`src/rtl/mux_gates_pkg.sv`:
```
// Shared definitions for the mux-gate self-test: FSM states, sizes, y_in bit
// positions and the golden gate function.
// Purely declarative; no latency and no flow control.
package mux_gates_pkg;

    typedef enum logic [2:0] {
        IDLE   = 3'd0,
        DRIVE  = 3'd1,
        SETTLE = 3'd2,
        CHECK  = 3'd3,
        DONE   = 3'd4
    } state_t;

    localparam int NUM_VEC = 4;
    localparam int GATE_W  = 7;

    // Bit positions inside the 7-bit gate output word (and is the MSB).
    localparam int IDX_AND  = 6;
    localparam int IDX_OR   = 5;
    localparam int IDX_NOT  = 4;
    localparam int IDX_NAND = 3;
    localparam int IDX_NOR  = 2;
    localparam int IDX_XOR  = 1;
    localparam int IDX_XNOR = 0;

    function automatic logic [GATE_W-1:0] golden_gates(input logic a, input logic b);
        logic [GATE_W-1:0] g;
        g           = '0;
        g[IDX_AND]  = a & b;
        g[IDX_OR]   = a | b;
        g[IDX_NOT]  = ~a;
        g[IDX_NAND] = ~(a & b);
        g[IDX_NOR]  = ~(a | b);
        g[IDX_XOR]  = a ^ b;
        g[IDX_XNOR] = ~(a ^ b);
        return g;
    endfunction

endpackage

```
`src/rtl/mux_gates_bist_golden.sv`:
```
// gate_golden_model: expected outputs of the gate block for a given a/b.
// Purely combinational, zero latency; no flow control.
// Ports: a, b in; expected[6:0] out in y_in bit order.
module gate_golden_model
    import mux_gates_pkg::*;
(
    input  logic              a,
    input  logic              b,
    output logic [GATE_W-1:0] expected
);

    assign expected = golden_gates(a, b);

endmodule

```
`src/rtl/mux_gates_bist.sv`:
```
// Self-test sequencer/checker: drives a/b through 00,01,10,11 and compares y_in to the golden model.
// Each vector takes SETTLE_CYCLES+2 cycles (DRIVE, SETTLE x N, CHECK); results are registered.
// start is honoured only in IDLE/DONE and ignored while busy; there is no queuing.
// Ports: clk/rst_n; start in; a/b stimulus out; y_in gate outputs in;
//        busy/done/pass status; fail_vec, fail_bits, err_count result registers.
module mux_gates_bist
    import mux_gates_pkg::*;
#(
    parameter int SETTLE_CYCLES = 2,
    parameter int ITERATIONS    = 1,
    parameter int ERR_W         = 8
) (
    input  logic               clk,
    input  logic               rst_n,
    input  logic               start,
    output logic               a,
    output logic               b,
    input  logic [GATE_W-1:0]  y_in,
    output logic               busy,
    output logic               done,
    output logic               pass,
    output logic [NUM_VEC-1:0] fail_vec,
    output logic [GATE_W-1:0]  fail_bits,
    output logic [ERR_W-1:0]   err_count
);

    // Settle counter holds SETTLE_CYCLES-1 down to 0; keep at least one bit.
    localparam int CNT_W  = (SETTLE_CYCLES > 1) ? $clog2(SETTLE_CYCLES) : 1;
    localparam int ITER_W = (ITERATIONS > 1) ? $clog2(ITERATIONS) : 1;

    state_t             state_q, state_d;
    logic [1:0]         vec_q, vec_d;
    logic [ITER_W-1:0]  iter_q, iter_d;
    logic [CNT_W-1:0]   cnt_q, cnt_d;
    logic               a_q, a_d;
    logic               b_q, b_d;
    logic               busy_q, busy_d;
    logic               done_q, done_d;
    logic               pass_q, pass_d;
    logic [NUM_VEC-1:0] fail_vec_q, fail_vec_d;
    logic [GATE_W-1:0]  fail_bits_q, fail_bits_d;
    logic [ERR_W-1:0]   err_q, err_d;

    logic [GATE_W-1:0]  expected;
    logic [GATE_W-1:0]  mask;
    logic [ERR_W-1:0]   err_upd;

    // Golden model sees the registered stimulus, so in CHECK it matches
    // exactly what the gate block has been driven with.
    gate_golden_model u_golden (
        .a        (a_q),
        .b        (b_q),
        .expected (expected)
    );

    assign mask = y_in ^ expected;

    always_comb begin
        state_d     = state_q;
        vec_d       = vec_q;
        iter_d      = iter_q;
        cnt_d       = cnt_q;
        a_d         = a_q;
        b_d         = b_q;
        busy_d      = busy_q;
        done_d      = done_q;
        pass_d      = pass_q;
        fail_vec_d  = fail_vec_q;
        fail_bits_d = fail_bits_q;
        err_d       = err_q;

        // Error count after this CHECK's sample, saturating at all-ones.
        err_upd = err_q;
        if ((mask != '0) && (err_q != '1)) begin
            err_upd = err_q + 1'b1;
        end

        case (state_q)
            IDLE, DONE: begin
                if (start) begin
                    fail_vec_d  = '0;
                    fail_bits_d = '0;
                    err_d       = '0;
                    done_d      = 1'b0;
                    pass_d      = 1'b0;
                    vec_d       = '0;
                    iter_d      = '0;
                    busy_d      = 1'b1;
                    state_d     = DRIVE;
                end
            end
            DRIVE: begin
                a_d = vec_q[1];
                b_d = vec_q[0];
                if (SETTLE_CYCLES == 0) begin
                    state_d = CHECK;
                end else begin
                    cnt_d   = CNT_W'(SETTLE_CYCLES - 1);
                    state_d = SETTLE;
                end
            end
            SETTLE: begin
                if (cnt_q == '0) begin
                    state_d = CHECK;
                end else begin
                    cnt_d = cnt_q - 1'b1;
                end
            end
            CHECK: begin
                if (mask != '0) begin
                    fail_vec_d[vec_q] = 1'b1;
                    fail_bits_d       = fail_bits_q | mask;
                end
                err_d = err_upd;
                if (vec_q != 2'd3) begin
                    vec_d   = vec_q + 2'd1;
                    state_d = DRIVE;
                end else if (iter_q != ITER_W'(ITERATIONS - 1)) begin
                    // iter counts up from 0, so inequality marks "more passes left".
                    iter_d  = iter_q + 1'b1;
                    vec_d   = '0;
                    state_d = DRIVE;
                end else begin
                    busy_d  = 1'b0;
                    done_d  = 1'b1;
                    pass_d  = (err_upd == '0);
                    state_d = DONE;
                end
            end
            default: begin
                state_d = IDLE;
            end
        endcase
    end

    always_ff @(posedge clk or negedge rst_n) begin
        if (!rst_n) begin
            state_q     <= IDLE;
            vec_q       <= '0;
            iter_q      <= '0;
            cnt_q       <= '0;
            a_q         <= 1'b0;
            b_q         <= 1'b0;
            busy_q      <= 1'b0;
            done_q      <= 1'b0;
            pass_q      <= 1'b0;
            fail_vec_q  <= '0;
            fail_bits_q <= '0;
            err_q       <= '0;
        end else begin
            state_q     <= state_d;
            vec_q       <= vec_d;
            iter_q      <= iter_d;
            cnt_q       <= cnt_d;
            a_q         <= a_d;
            b_q         <= b_d;
            busy_q      <= busy_d;
            done_q      <= done_d;
            pass_q      <= pass_d;
            fail_vec_q  <= fail_vec_d;
            fail_bits_q <= fail_bits_d;
            err_q       <= err_d;
        end
    end

    assign a         = a_q;
    assign b         = b_q;
    assign busy      = busy_q;
    assign done      = done_q;
    assign pass      = pass_q;
    assign fail_vec  = fail_vec_q;
    assign fail_bits = fail_bits_q;
    assign err_count = err_q;

endmodule

```
`config.mk`:
```
export PLATFORM = sky130hd
export DESIGN_NAME = mux_gates_bist
export DESIGN_NICKNAME = d
export VERILOG_FILES = /design/src/rtl/mux_gates_pkg.sv /design/src/rtl/mux_gates_bist_golden.sv /design/src/rtl/mux_gates_bist.sv
export SDC_FILE = /design/constraint.sdc
export NUM_CORES = 1
export LEC_CHECK = 0
export ABC_AREA = 1
export ABC_CLOCK_PERIOD_IN_PS = 5000
export BUFFER_PORTS_ARGS = -buffer_cell sky130_fd_sc_hd__buf_2
export CAP_MARGIN = 20
export CORE_AREA = 2 2 60 62
export DETAILED_ROUTE_END_ITERATION = 10
export DIE_AREA = 0 0 62 64
export GPL_TIMING_DRIVEN = 0
export PLACE_DENSITY = 0.88
export SLEW_MARGIN = 20
export SYNTH_ARGS = -nofsm -noshare
export SYNTH_HDL_FRONTEND = slang
export SYNTH_SLANG_ARGS = --single-unit
```
`constraint.sdc`:
```
create_clock -name clk -period 5 [get_ports clk]
set_clock_uncertainty 0.1 [all_clocks]
set_input_delay 0.75 -clock clk [delete_from_list [all_inputs] [get_ports clk]]
set_output_delay 0.75 -clock clk [all_outputs]
set_load 0.01 [all_outputs]
```
# Word level (Yosys, flattened, before mapping)
# Index checks and enable logic that the tools add are counted.
dict set report word_totals {
  ff_bits 31
  out_inout_bits 24
}
dict set report op_classes {
  n_addsub 4
  order_cmp 2
  n_eq_ne 12
  n_mux 36
  bitwise 10
  n_reduce_logical 14
}
# cell n
set op_table {}
lappend op_table {{$mux W8} 2}
lappend op_table {{$pmux W8 S2} 1}
lappend op_table {{$mux W7} 2}
lappend op_table {{$pmux W7 S2} 1}
lappend op_table {{$mux W1} 12}
lappend op_table {{$mux W3} 4}
lappend op_table {{$ne A2 B2 Y1 const B} 6}
lappend op_table {{$pmux W3 S4} 1}
lappend op_table {{$pmux W1 S2} 5}
lappend op_table {{$reduce_and A3 Y1} 3}
lappend op_table {{$add A8 B1 Y8 const B} 1}
lappend op_table {{$logic_not A8 Y1} 1}
lappend op_table {{$mux W4} 2}
lappend op_table {{$ne A8 B8 Y1 const B} 1}
lappend op_table {{$pmux W4 S2} 1}
lappend op_table {{$or A7 B7 Y7} 1}
lappend op_table {{$reduce_bool A7 Y1} 1}
lappend op_table {{$xor A7 B7 Y7} 1}
lappend op_table {{$eq A3 B2 Y1 const B} 2}
lappend op_table {{$mux W2} 3}
lappend op_table {{$not A1 Y1} 4}
lappend op_table {{$or A4 B4 Y4} 1}
lappend op_table {{$pmux W2 S2} 1}
lappend op_table {{$reduce_and A2 Y1} 2}
lappend op_table {{17 further kinds} 19}

# Depth between registers and ports, before layout
dict set report logic_depth {
  depth_word 10
  mapped_depth 16
}

# Hierarchy
# A second synthesis with hierarchy kept.
dict set report unflattened {
  cells_unflattened 232
  hier_area_um2 1745.4
}
# module instances cells_per_inst area_each_um2 seq_area_each_um2
set modules_own_cells {}
lappend modules_own_cells {mux_gates_bist 1 223 1676.6 750.7}
lappend modules_own_cells {gate_golden_model 1 9 68.8 0.0}

# Least setup slack after synthesis
# Ideal clock, no wire load.
dict set report synth_path {
  path_kind {reg2reg}
  from {reg a_q (netlist: a)}
  to {reg fail_bits_q[6] (netlist: fail_bits[6])}
  setup_time_ns 0.124
  arrival_ns 1.705
  required_ns 4.776
  setup_slack_ns 3.070
  path_stages_with_launch 13
  cell_sequence {dfrtp_1 -> inv_1 -> ha_1 -> inv_2 -> nand2_1 -> nand2_1 -> nand2_1 -> nor2_1 -> nand2_2 -> o21ai_2 -> inv_1 -> a31oi_1 -> nor2_1}
}
dict set report synth_between {
  elab_chain_len 6
}
# element line_no
set synth_lines {}
lappend synth_lines {{from (decl)} mux_gates_bist.sv:35} ;# logic a_q, a_d;
lappend synth_lines {{from (signal assigned)} mux_gates_bist.sv:142} ;# a_q <= 1'b0;
lappend synth_lines {{from (signal assigned)} mux_gates_bist.sv:155} ;# a_q <= a_d;
lappend synth_lines {{$xor A1 B1 Y1, or another cell as far along} {mux_gates_pkg.sv:34, mux_gates_pkg.sv:35}}
lappend synth_lines {{$not A1 Y1 (on tied branches)} {mux_gates_pkg.sv:35, mux_gates_pkg.sv:32, mux_gates_pkg.sv:33}}
lappend synth_lines {{$xor A7 B7 Y7 (*)} mux_gates_bist.sv:56} ;# assign mask = y_in ^ expected;
lappend synth_lines {{$reduce_bool A7 Y1} mux_gates_bist.sv:110} ;# if (mask != '0) begin
lappend synth_lines {{$ne A2 B2 Y1 (no source line)} -}
lappend synth_lines {{$reduce_and A3 Y1 (no source line)} -}
lappend synth_lines {{to (signal assigned)} mux_gates_bist.sv:161} ;# fail_bits_q <= fail_bits_d;
lappend synth_lines {{to (decl)} mux_gates_bist.sv:41} ;# logic [GATE_W-1:0] fail_bits_q, fail_bits_d;
# Every way passes the cells marked *; elsewhere a longest branch is shown, timed or not. The select of a mux whose other input is x is not followed.
# A chain may end at the register's enable or synchronous reset.

# Final worst setup path
# Ends and elaborated chain as after synthesis.

==> run_results.csv <==
group,metric,value,unit
pwr,pwr_density_cell,581,nW/µm²
die,die_height,64,µm
route,drc,0,
critical_path,reg2reg_to,"fail_bits[6]",
clocking,post-cts-setup-buffers,0,
grt,first_global_vias,1477,
flow_run,drv_cap,0,
timing,worstMarginPinSlew,646,ps
logic_synthesis,synth-seq-area-share,0.428,
critical_path,path_class,"reg2reg",
critical_path,crit_arrival,2320,ps
pwr,power.leakage,1.15,nW
timing,period_needed,2190,ps
logic_synthesis,synth_compound_area_frac,0.0949,
critical_path,crit_required,5130,ps
clocking,clockBufferDepth,2,
route,wl_per_cell,11.2,µm
layout,drive_gt1_frac,0.249,
critical_path,critPathCaptureType,"flip-flop",
logic_synthesis,synth_simple_gate_area_frac,0.317,
timing,fin_crit_sh,0.438,
grt,grt_pass1_wl,6360,µm
grt,antenna_found_initial,0,
status,outcome,"complete, no violations",
placed_design,place_area,1980,µm²
timing,worst_slack,2810,ps
placed_design,place_ws,2820,ps
logic_synthesis,syn-cell-area,1750,µm²
clocking,cts-hold-fix-buffers,0,
die,die_x,62,µm
logic_synthesis,synth.area.top_cells,"dfrtp_1, nand2_1, inv_1",
die,initial_utilization,0.534,
clocking,cts_sinks,30,
die,io_pins,34,
route,vias_per_cell,4.91,
placed_design,dp.final_hpwl,2730,µm
logic_synthesis,synth.top_cell.area_share,0.428,
grt,grt_usage,0.217,
clocking,h-tree-depth,2,
grt,grt_remaining_overflow,0,
logic_synthesis,synth_largest_area_cell,"dfrtp_1",
critical_path,rrSetupSlack,2810,ps
layout,nets,281,
logic_synthesis,synth-seq-cells,30,
clocking,clk_latency,330,ps
grt,grt_max_degree,31,
logic_synthesis,synthTopCellsByCount,"nand2_1, inv_1, dfrtp_1",
pwr,ir_worst_vdd,327,µV
die,fp.coreArea,3280,µm²
route,vias,1527,
timing,hold_viol_final,0,
logic_synthesis,avgSynthCellArea,7.83,µm²
route,first_pass_iters,4,
placed_design,dp_cells,303,
critical_path,reg2regPathDepth,12,
timing,final.setup.tns,0,ps
logic_synthesis,synthXorXnorAreaFrac,0.0150,
route,wirelength,3490,µm
logic_synthesis,synthCells,224,
timing,slew_headroom,0.569,
logic_synthesis,async_reset_ff_frac,1.00,
timing,fmax,0.457,GHz
layout,antenna_cells,0,
timing,setup_viol,0,
logic_synthesis,synth_ff_type,"dfrtp_1",
logic_synthesis,synth_edf_count,0,
critical_path,worst-path-max-fanout,6,
logic_synthesis,syn_nets,241,
placed_design,portBuffers,33,
layout,finalInstanceArea,2090,µm²
logic_synthesis,synth_top_family_by_area,"simple AND/OR/NAND/NOR gates",
layout,syn2layout_area_growth,19.0,%
logic_synthesis,yosysWarningCount,0,
route,dr.first_iter.drc_count,46,
logic_synthesis,synth_mux_area_frac,0,
critical_path,rr_startpoint,"a",
logic_synthesis,synthDistinctLibCells,27,
worst_hold_path,hold_path.class,"in2async",
clocking,cts_buffers,5,
layout,fillers,298,
logic_synthesis,synthAdderAreaFrac,0.0499,
timing,rsz0062_at_grt,"no",
clocking,cts_resized,0,
die,die_area,3970,µm²
clocking,clkTransAtPathRegs,100,ps
timing,maxSlewViolCount,0,
clocking,clock_tree.root_cell,"clkbuf_4",
critical_path,cp-start-kind,"flip-flop",
clocking,cts_tree,"built",
layout,fin_cells,311,
die,row_count,21,
placed_design,gp_congestion,0.826,
layout,utilization,0.636,
route,ant_nets,0,
logic_synthesis,yosysMostFrequentCell,"nand2_1",
## placed cells by master (no fill, tap or decap), types with 2 or more instances in the layout
cell type | Yosys | routed
nand2_1 | 69 | 69
buf_2 | 1 | 34
inv_1 | 33 | 33
dfrtp_1 | 30 | 30
nor2_1 | 14 | 14
nand3_1 | 14 | 14
o21ai_0 | 8 | 8
ha_1 | 7 | 7
nand2_2 | 5 | 5
a21oi_1 | 5 | 5
o21a_1 | 5 | 5
o22ai_1 | 5 | 5
clkbuf_4 | 0 | 5
inv_2 | 4 | 4
nor2_2 | 4 | 4
nor2_4 | 3 | 3
a31oi_1 | 3 | 3
inv_4 | 2 | 2
xnor2_1 | 2 | 2
nand2_8 | 2 | 2
bufinv_16 | 0 | 2
## metal layers
metal	track usage	share of wire
met1	0.266	0.44
met2	0.357	0.50
met3	0.0668	0.044
met4	0.0665	0.018
met5	0	0
## worst max-delay path, cell delays in order (launching register included)
cell	delay (ps)
dfrtp_1	470
inv_1	70
ha_1	340
inv_2	70
nand2_1	40
nand2_1	70
nand2_1	50
nor2_1	100
nand2_2	90
o21ai_2	250
inv_1	180
a31oi_1	190
nor2_1	50
## power by group
part	switching, mW	internal (mW)
Clock	0.0854	0.169
Combinational	0.344	0.205
Sequential	0.0690	0.340
Total	0.499	0.715
## worst max-delay path by stage
| stage | start | to | slack, ps | cells past startpoint |
|---|---|---|---|---|
| 2_1_floorplan | a | fail_bits[6] | 3070 | 12 |
| 3_3_place_gp | y_in[6] | fail_bits[6] | 2880 | 11 |
| 3_5_place_dp | a | fail_bits[6] | 2820 | 12 |
| 4_1_cts | a | fail_bits[6] | 2800 | 12 |
| 5_1_grt | a | fail_bits[6] | 2610 | 12 |
| 6_report | a | fail_bits[6] | 2810 | 12 |
## final cells by class
type	instances	area, µm²	area share
repair buffers	33	165	0.0791
inverters	39	151	0.0725
multi-input cells	153	836	0.400
flip-flops and latches	30	751	0.359
plain buffers	2	16.3	0.00779
clock buffers	6	51.3	0.0246
well taps	46	57.6	0.0276
clock inverters	2	60.1	0.0288
## sequential cells by signal, summed over array words and instances, names as in the netlist
| signal | flops |
|---|---|
| err_count | 8 |
| fail_bits | 7 |
| fail_vec | 4 |
| state_q | 3 |
| vec_q | 2 |
| a | 1 |
| b | 1 |
| busy | 1 |
| cnt_q | 1 |
| done | 1 |
| pass | 1 |
## cells by family (layout without fill, tap and decap cells)
| family | count (synthesis) | count (layout) |
|---|---|---|
| adder cells (fa/ha/maj) | 7 | 7 |
| AND/OR/NAND/NOR | 115 | 115 |
| AO/OA/AOI/OAI | 28 | 28 |
| buffers and inverters | 41 | 82 |
| XOR/XNOR | 3 | 3 |
| flip-flops | 30 | 30 |
## through the flow
stage	hold WS (ps)	total power, mW
floorplan	349	0.800
global placement	354	0.947
detailed placement	354	0.968
CTS	343	1.23
global route	373	1.33
finish	336	1.21
(Power assumes the default switching activity.)
